File: src/rtl/fft_seq_pkg.sv
// rtl/fft_seq_pkg.sv - shared types, constants and sample packing for the FFT frame sequencer
package fft_seq_pkg;

  typedef enum logic [1:0] {
    CONFIG      = 2'd0,
    IDLE        = 2'd1,
    STREAM      = 2'd2,
    WAIT_RESULT = 2'd3
  } seq_state_t;

  localparam logic [15:0] CFG_FWD  = 16'h0001;
  localparam int          SAMPLE_W = 8;
  localparam int          CFG_W    = 16;
  localparam int          TDATA_W  = 32;
  localparam int          CNT_W    = 16;
  localparam int          IMAG_W   = 16;
  localparam int          PAD_W    = 8;

  // Complex word: imaginary zero, real part is the sample left-justified in 16 bits.
  function automatic logic [TDATA_W-1:0] pack_sample(input logic [SAMPLE_W-1:0] s);
    return {{IMAG_W{1'b0}}, s, {PAD_W{1'b0}}};
  endfunction

endpackage

File: src/rtl/sample_hold.sv
// rtl/sample_hold.sv - one-entry skid register with capture port and drop strobe
module sample_hold #(
  parameter int W = 9
) (
  input  logic         clk_m,
  input  logic         resetn,
  input  logic         cap_valid,
  input  logic [W-1:0] cap_data,
  output logic         cap_accept,
  output logic         drop,
  output logic         tvalid,
  output logic [W-1:0] tdata,
  input  logic         tready
);

  logic xfer;

  // A capture is accepted when empty or when the held entry leaves this same cycle.
  assign xfer       = tvalid & tready;
  assign cap_accept = cap_valid & (~tvalid | xfer);
  assign drop       = cap_valid & tvalid & ~xfer;

  always_ff @(posedge clk_m) begin
    if (!resetn) begin
      tvalid <= 1'b0;
      tdata  <= '0;
    end else if (cap_accept) begin
      tvalid <= 1'b1;
      tdata  <= cap_data;
    end else if (xfer) begin
      tvalid <= 1'b0;
    end
  end

endmodule

File: src/rtl/fft_frame_sequencer.sv
// rtl/fft_frame_sequencer.sv - configures an FFT core then frames strobed samples into its input stream
module fft_frame_sequencer
  import fft_seq_pkg::*;
#(
  parameter int               FRAME_LEN = 512,
  parameter logic [CFG_W-1:0] CFG_WORD  = CFG_FWD
) (
  input  logic                clk_in,
  input  logic                rst_in,
  input  logic                enable_in,
  input  logic [SAMPLE_W-1:0] sample_in,
  input  logic                sample_valid_in,
  output logic [CFG_W-1:0]    cfg_tdata_out,
  output logic                cfg_tvalid_out,
  input  logic                cfg_tready_in,
  output logic [TDATA_W-1:0]  s_tdata_out,
  output logic                s_tvalid_out,
  output logic                s_tlast_out,
  input  logic                s_tready_in,
  input  logic                m_tvalid_in,
  input  logic                m_tlast_in,
  input  logic                m_tready_in,
  output logic                busy_out,
  output logic [CNT_W-1:0]    frame_count_out,
  output logic [CNT_W-1:0]    drop_count_out,
  output logic                overrun_out
);

  localparam int                IDX_W    = $clog2(FRAME_LEN);
  localparam logic [IDX_W-1:0]  LAST_IDX = IDX_W'(FRAME_LEN - 1);

  seq_state_t          state, state_nxt;
  logic [IDX_W-1:0]    idx;
  logic                frame_done;
  logic                cap_valid, hold_accept, hold_drop;
  logic [SAMPLE_W:0]   hold_data;
  logic                last_xfer, result_done;

  assign last_xfer   = s_tvalid_out & s_tready_in & s_tlast_out;
  assign result_done = m_tvalid_in & m_tready_in & m_tlast_in;

  always_comb begin
    state_nxt = state;
    cap_valid = 1'b0;
    case (state)
      CONFIG:      if (cfg_tready_in) state_nxt = IDLE;
      IDLE: begin
        if (sample_valid_in && enable_in) begin
          cap_valid = 1'b1;
          state_nxt = STREAM;
        end
      end
      STREAM: begin
        // Once the final index is captured, later samples belong to no frame.
        cap_valid = sample_valid_in & ~frame_done;
        if (last_xfer) state_nxt = WAIT_RESULT;
      end
      WAIT_RESULT: if (result_done) state_nxt = IDLE;
      default:     state_nxt = CONFIG;
    endcase
  end

  always_ff @(posedge clk_in) begin
    if (!rst_in) begin
      state           <= CONFIG;
      idx             <= '0;
      frame_done      <= 1'b0;
      frame_count_out <= '0;
      drop_count_out  <= '0;
      overrun_out     <= 1'b0;
    end else begin
      state <= state_nxt;
      if (hold_accept) begin
        idx <= idx + 1'b1;
        if (idx == LAST_IDX) frame_done <= 1'b1;
      end
      if (last_xfer) frame_done <= 1'b0;
      if (hold_drop) begin
        overrun_out <= 1'b1;
        if (drop_count_out != {CNT_W{1'b1}}) drop_count_out <= drop_count_out + 1'b1;
      end
      if (state == WAIT_RESULT && result_done) frame_count_out <= frame_count_out + 1'b1;
    end
  end

  sample_hold #(.W(SAMPLE_W + 1)) u_hold (
    .clk_m      (clk_in),
    .resetn     (rst_in),
    .cap_valid  (cap_valid),
    .cap_data   ({idx == LAST_IDX, sample_in}),
    .cap_accept (hold_accept),
    .drop       (hold_drop),
    .tvalid     (s_tvalid_out),
    .tdata      (hold_data),
    .tready     (s_tready_in)
  );

  assign cfg_tdata_out  = CFG_WORD;
  assign cfg_tvalid_out = (state == CONFIG);
  assign busy_out       = (state != IDLE);
  assign s_tdata_out    = pack_sample(hold_data[SAMPLE_W-1:0]);
  assign s_tlast_out    = s_tvalid_out & hold_data[SAMPLE_W];

endmodule

File: config.mk
export PLATFORM = sky130hd
export DESIGN_NAME = fft_frame_sequencer
export DESIGN_NICKNAME = d
export VERILOG_FILES = /design/src/rtl/fft_seq_pkg.sv /design/src/rtl/sample_hold.sv /design/src/rtl/fft_frame_sequencer.sv
export SDC_FILE = /design/constraint.sdc
export NUM_CORES = 1
export LEC_CHECK = 0
export CAP_MARGIN = 20
export CORE_UTILIZATION = 45
export DETAILED_ROUTE_END_ITERATION = 10
export HOLD_SLACK_MARGIN = 0.06
export PLACE_DENSITY_LB_ADDON = 0.1
export SYNTH_ARGS = -nofsm -noshare
export SYNTH_HDL_FRONTEND = slang
export SYNTH_SLANG_ARGS = --single-unit
File: constraint.sdc
create_clock -name clk_in -period 6 [get_ports clk_in]
set_input_delay 1.8 -clock clk_in [delete_from_list [all_inputs] [get_ports clk_in]]
set_output_delay 1.8 -clock clk_in [all_outputs]
set_load 0.01 [all_outputs]
==> metrics.txt <==
GRT overflow=0; clock slew at reported path FFs=0.09 ns; fmax=0.2795 GHz; Cell variety after synth=44; power density over the cells=210.3 nW/um2; Longest Clk Path Bufs=2; crit path time final=3.578 ns; global-route wire length before repair=10450 um; DRC=0; R2R Path Start=state[0]; CP arrival=3.77 ns; run status=finished clean; Reg2Reg Capture Point=drop_count_out[14]; Initial DRT Pass Iterations=5; Period Utilization, post-route=0.5964; Worst setup SP type=input port; final hold viol count=0; layout cells sized above 1=0.02683; Slew headroom=0.4233; total of max-cap violations=0; Post-DP HPWL=4487 um; Critical Path Sink Type=flip-flop; Yosys top cell by area=dfxtp_1; clk_lat worst skew=0.30 ns; DRT iter0 DRCs=132; width of the chip=83.79 um; Mapped Area=3010 um2; setup TNS=0 ns; Ports=102; CORE AREA=6386 um2; clk_skew=0.007567 ns; fin nets=436; row cnt=29; routed len/inst=12.95 um; crit path kind=in -> reg; Die ar.=7021 um2; drt total wl=6306 um; root buffer cell=clkbuf_8; Via Count=2541; post-cts sizing count=0; CP Launch Point=sample_valid_in; PortBufs=61; synth cell count leaders=dfxtp_1 (55), nand2_1 (49), buf_4 (48); setup violators final=0; post-synthesis register bit count=55; fin util=0.5541; most frequent cell after synthesis=dfxtp_1; largest net degree at the start of global routing=43; die height=83.79 um; Leak=1.222 nW; Synth area leaders=dfxtp_1 (37%), buf_4 (12%), nand2_1 (6.1%); Final Max Tran Viols=0; Synth top area share=0.3658; Final ANT Viol Nets=0; clk sinks=55; Synth Flop Type=dfxtp_1; Hold-fix buffers, CTS=0; Post-synth ARST share=0; initial antenna violation count=0; vias in the first global route=2272; unrepaired setup endpoints after global routing=no; Max VDD drop=0.1242 mV; Yosys Warn Count=0; CTS tree=built; gr usage total=0.1807; post-synthesis sequential area ratio=0.3658; Worst R2R Path Depth=6; CTS buffer count=5; Final GP Congestion=0.7837; CTS HTree Levels=2; Critical Path RT=6.20 ns; EDFF count, synth=0; postcts setup bufs=0; crit path to=drop_count_out[14]; Area Growth Syn to Fin=17.54%; ANT cells=0; Hold Path Class=reg -> reg; Worst Max-Slew Pin Slew=0.8624 ns; via/cell ratio=5.218; Mapped Cells=363; R2R setup slack=3.69 ns; Synth Area per Inst=8.293 um2; Starting Density=0.4714; Max FO, Critical Path=16
-- through the flow --
step           cells  setup WS [ns]  area, um2  hold slack, ns  power (mW)
5_1_grt          487          2.277       3538          0.4789      0.7865
3_3_place_gp     481          2.149       3466          0.4422      0.5624
2_1_floorplan    401          2.906       3153          0.4367      0.5274
3_5_place_dp     481          2.109       3466          0.4535      0.5637
6_report         487          2.422       3538          0.4624      0.7442
4_1_cts          487          2.440       3538          0.4658      0.7542
-- final cells by class --
class / instances / area [um2]
fillers: 636 / 2848
flip-flops and latches: 55 / 1101
well taps: 77 / 96.34
repair buffers: 63 / 625.6
clock buffers: 6 / 72.57
inverters: 12 / 45.04
multi-input cells: 274 / 1598
-- worst min path at each step --
stage | end | depth (start not counted) | slack (ns) | startpoint
2_1_floorplan | u_hold.tdata[0] | 2 | 0.44 | u_hold.tdata[0]
3_3_place_gp | u_hold.tdata[0] | 2 | 0.44 | u_hold.tdata[0]
3_5_place_dp | u_hold.tdata[6] | 2 | 0.45 | u_hold.tdata[6]
4_1_cts | u_hold.tdata[2] | 2 | 0.47 | u_hold.tdata[2]
5_1_grt | u_hold.tdata[1] | 2 | 0.48 | u_hold.tdata[1]
6_report | u_hold.tdata[2] | 2 | 0.46 | u_hold.tdata[2]
-- layout by cell type (no fill, tap or decap), types with 2 or more instances in the layout --
cell,synthesis,final
nor2_1,16,16
o31ai_1,10,10
or4_1,12,12
o211a_1,2,2
xnor2_1,3,3
nor3_1,4,4
and4_1,4,4
a211oi_1,3,3
xor2_1,6,6
and2_1,3,3
buf_4,48,2
clkbuf_8,0,5
clkdlybuf4s50_1,0,61
nand2_1,49,49
dfxtp_1,55,55
nor4_1,4,4
ha_1,8,8
or3_1,6,6
a2111o_1,2,2
o21ai_0,6,6
inv_1,11,11
nand3_1,13,13
a21oi_1,33,33
nand4_1,14,14
mux2i_1,11,11
conb_1,2,40
nand2b_1,10,10
-- where the power goes --
| part | switching [mW] | internal [mW] |
|---|---|---|
| Sequential | 0.0110 | 0.379 |
| Clock | 0.110 | 0.0782 |
| Combinational | 0.0968 | 0.0697 |
| Total | 0.218 | 0.527 |
-- flip-flops by register name (all words and copies together), names as in the netlist --
name             flops
drop_count_out      16
frame_count_out     16
frame_done           1
idx                  9
overrun_out          1
state                2
u_hold.tdata         9
u_hold.tvalid        1
-- cell families after synthesis --
| group | count (synthesis) | synth area share |
|---|---|---|
| AND/OR/NAND/NOR | 144 | 0.2544 |
| multiplexers | 11 | 0.03658 |
| buffers and inverters | 72 | 0.1509 |
| AO/OA/AOI/OAI | 62 | 0.1305 |
| XOR/XNOR | 9 | 0.02619 |
| other | 2 | 0.002495 |
| adder cells (fa/ha/maj) | 8 | 0.03325 |
| flip-flops | 55 | 0.3658 |
-- routing by layer --
layer | track usage | vias up | routed length, um
met5 | 0 | - | 0
met4 | 0.05239 | 0 | 91
met3 | 0.03660 | 9 | 207
met2 | 0.3178 | 59 | 3138
met1 | 0.2222 | 1191 | 2869
li1 | - | 1282 | -
-- worst max-delay path, stage by stage --
cell             delay [ns]
clkdlybuf4s50_1        0.53
nand2_1                0.13
a2111o_1               0.60
or4_1                  0.57
o211a_1                0.14
Note: power is estimated with default switching activity, not from simulation.
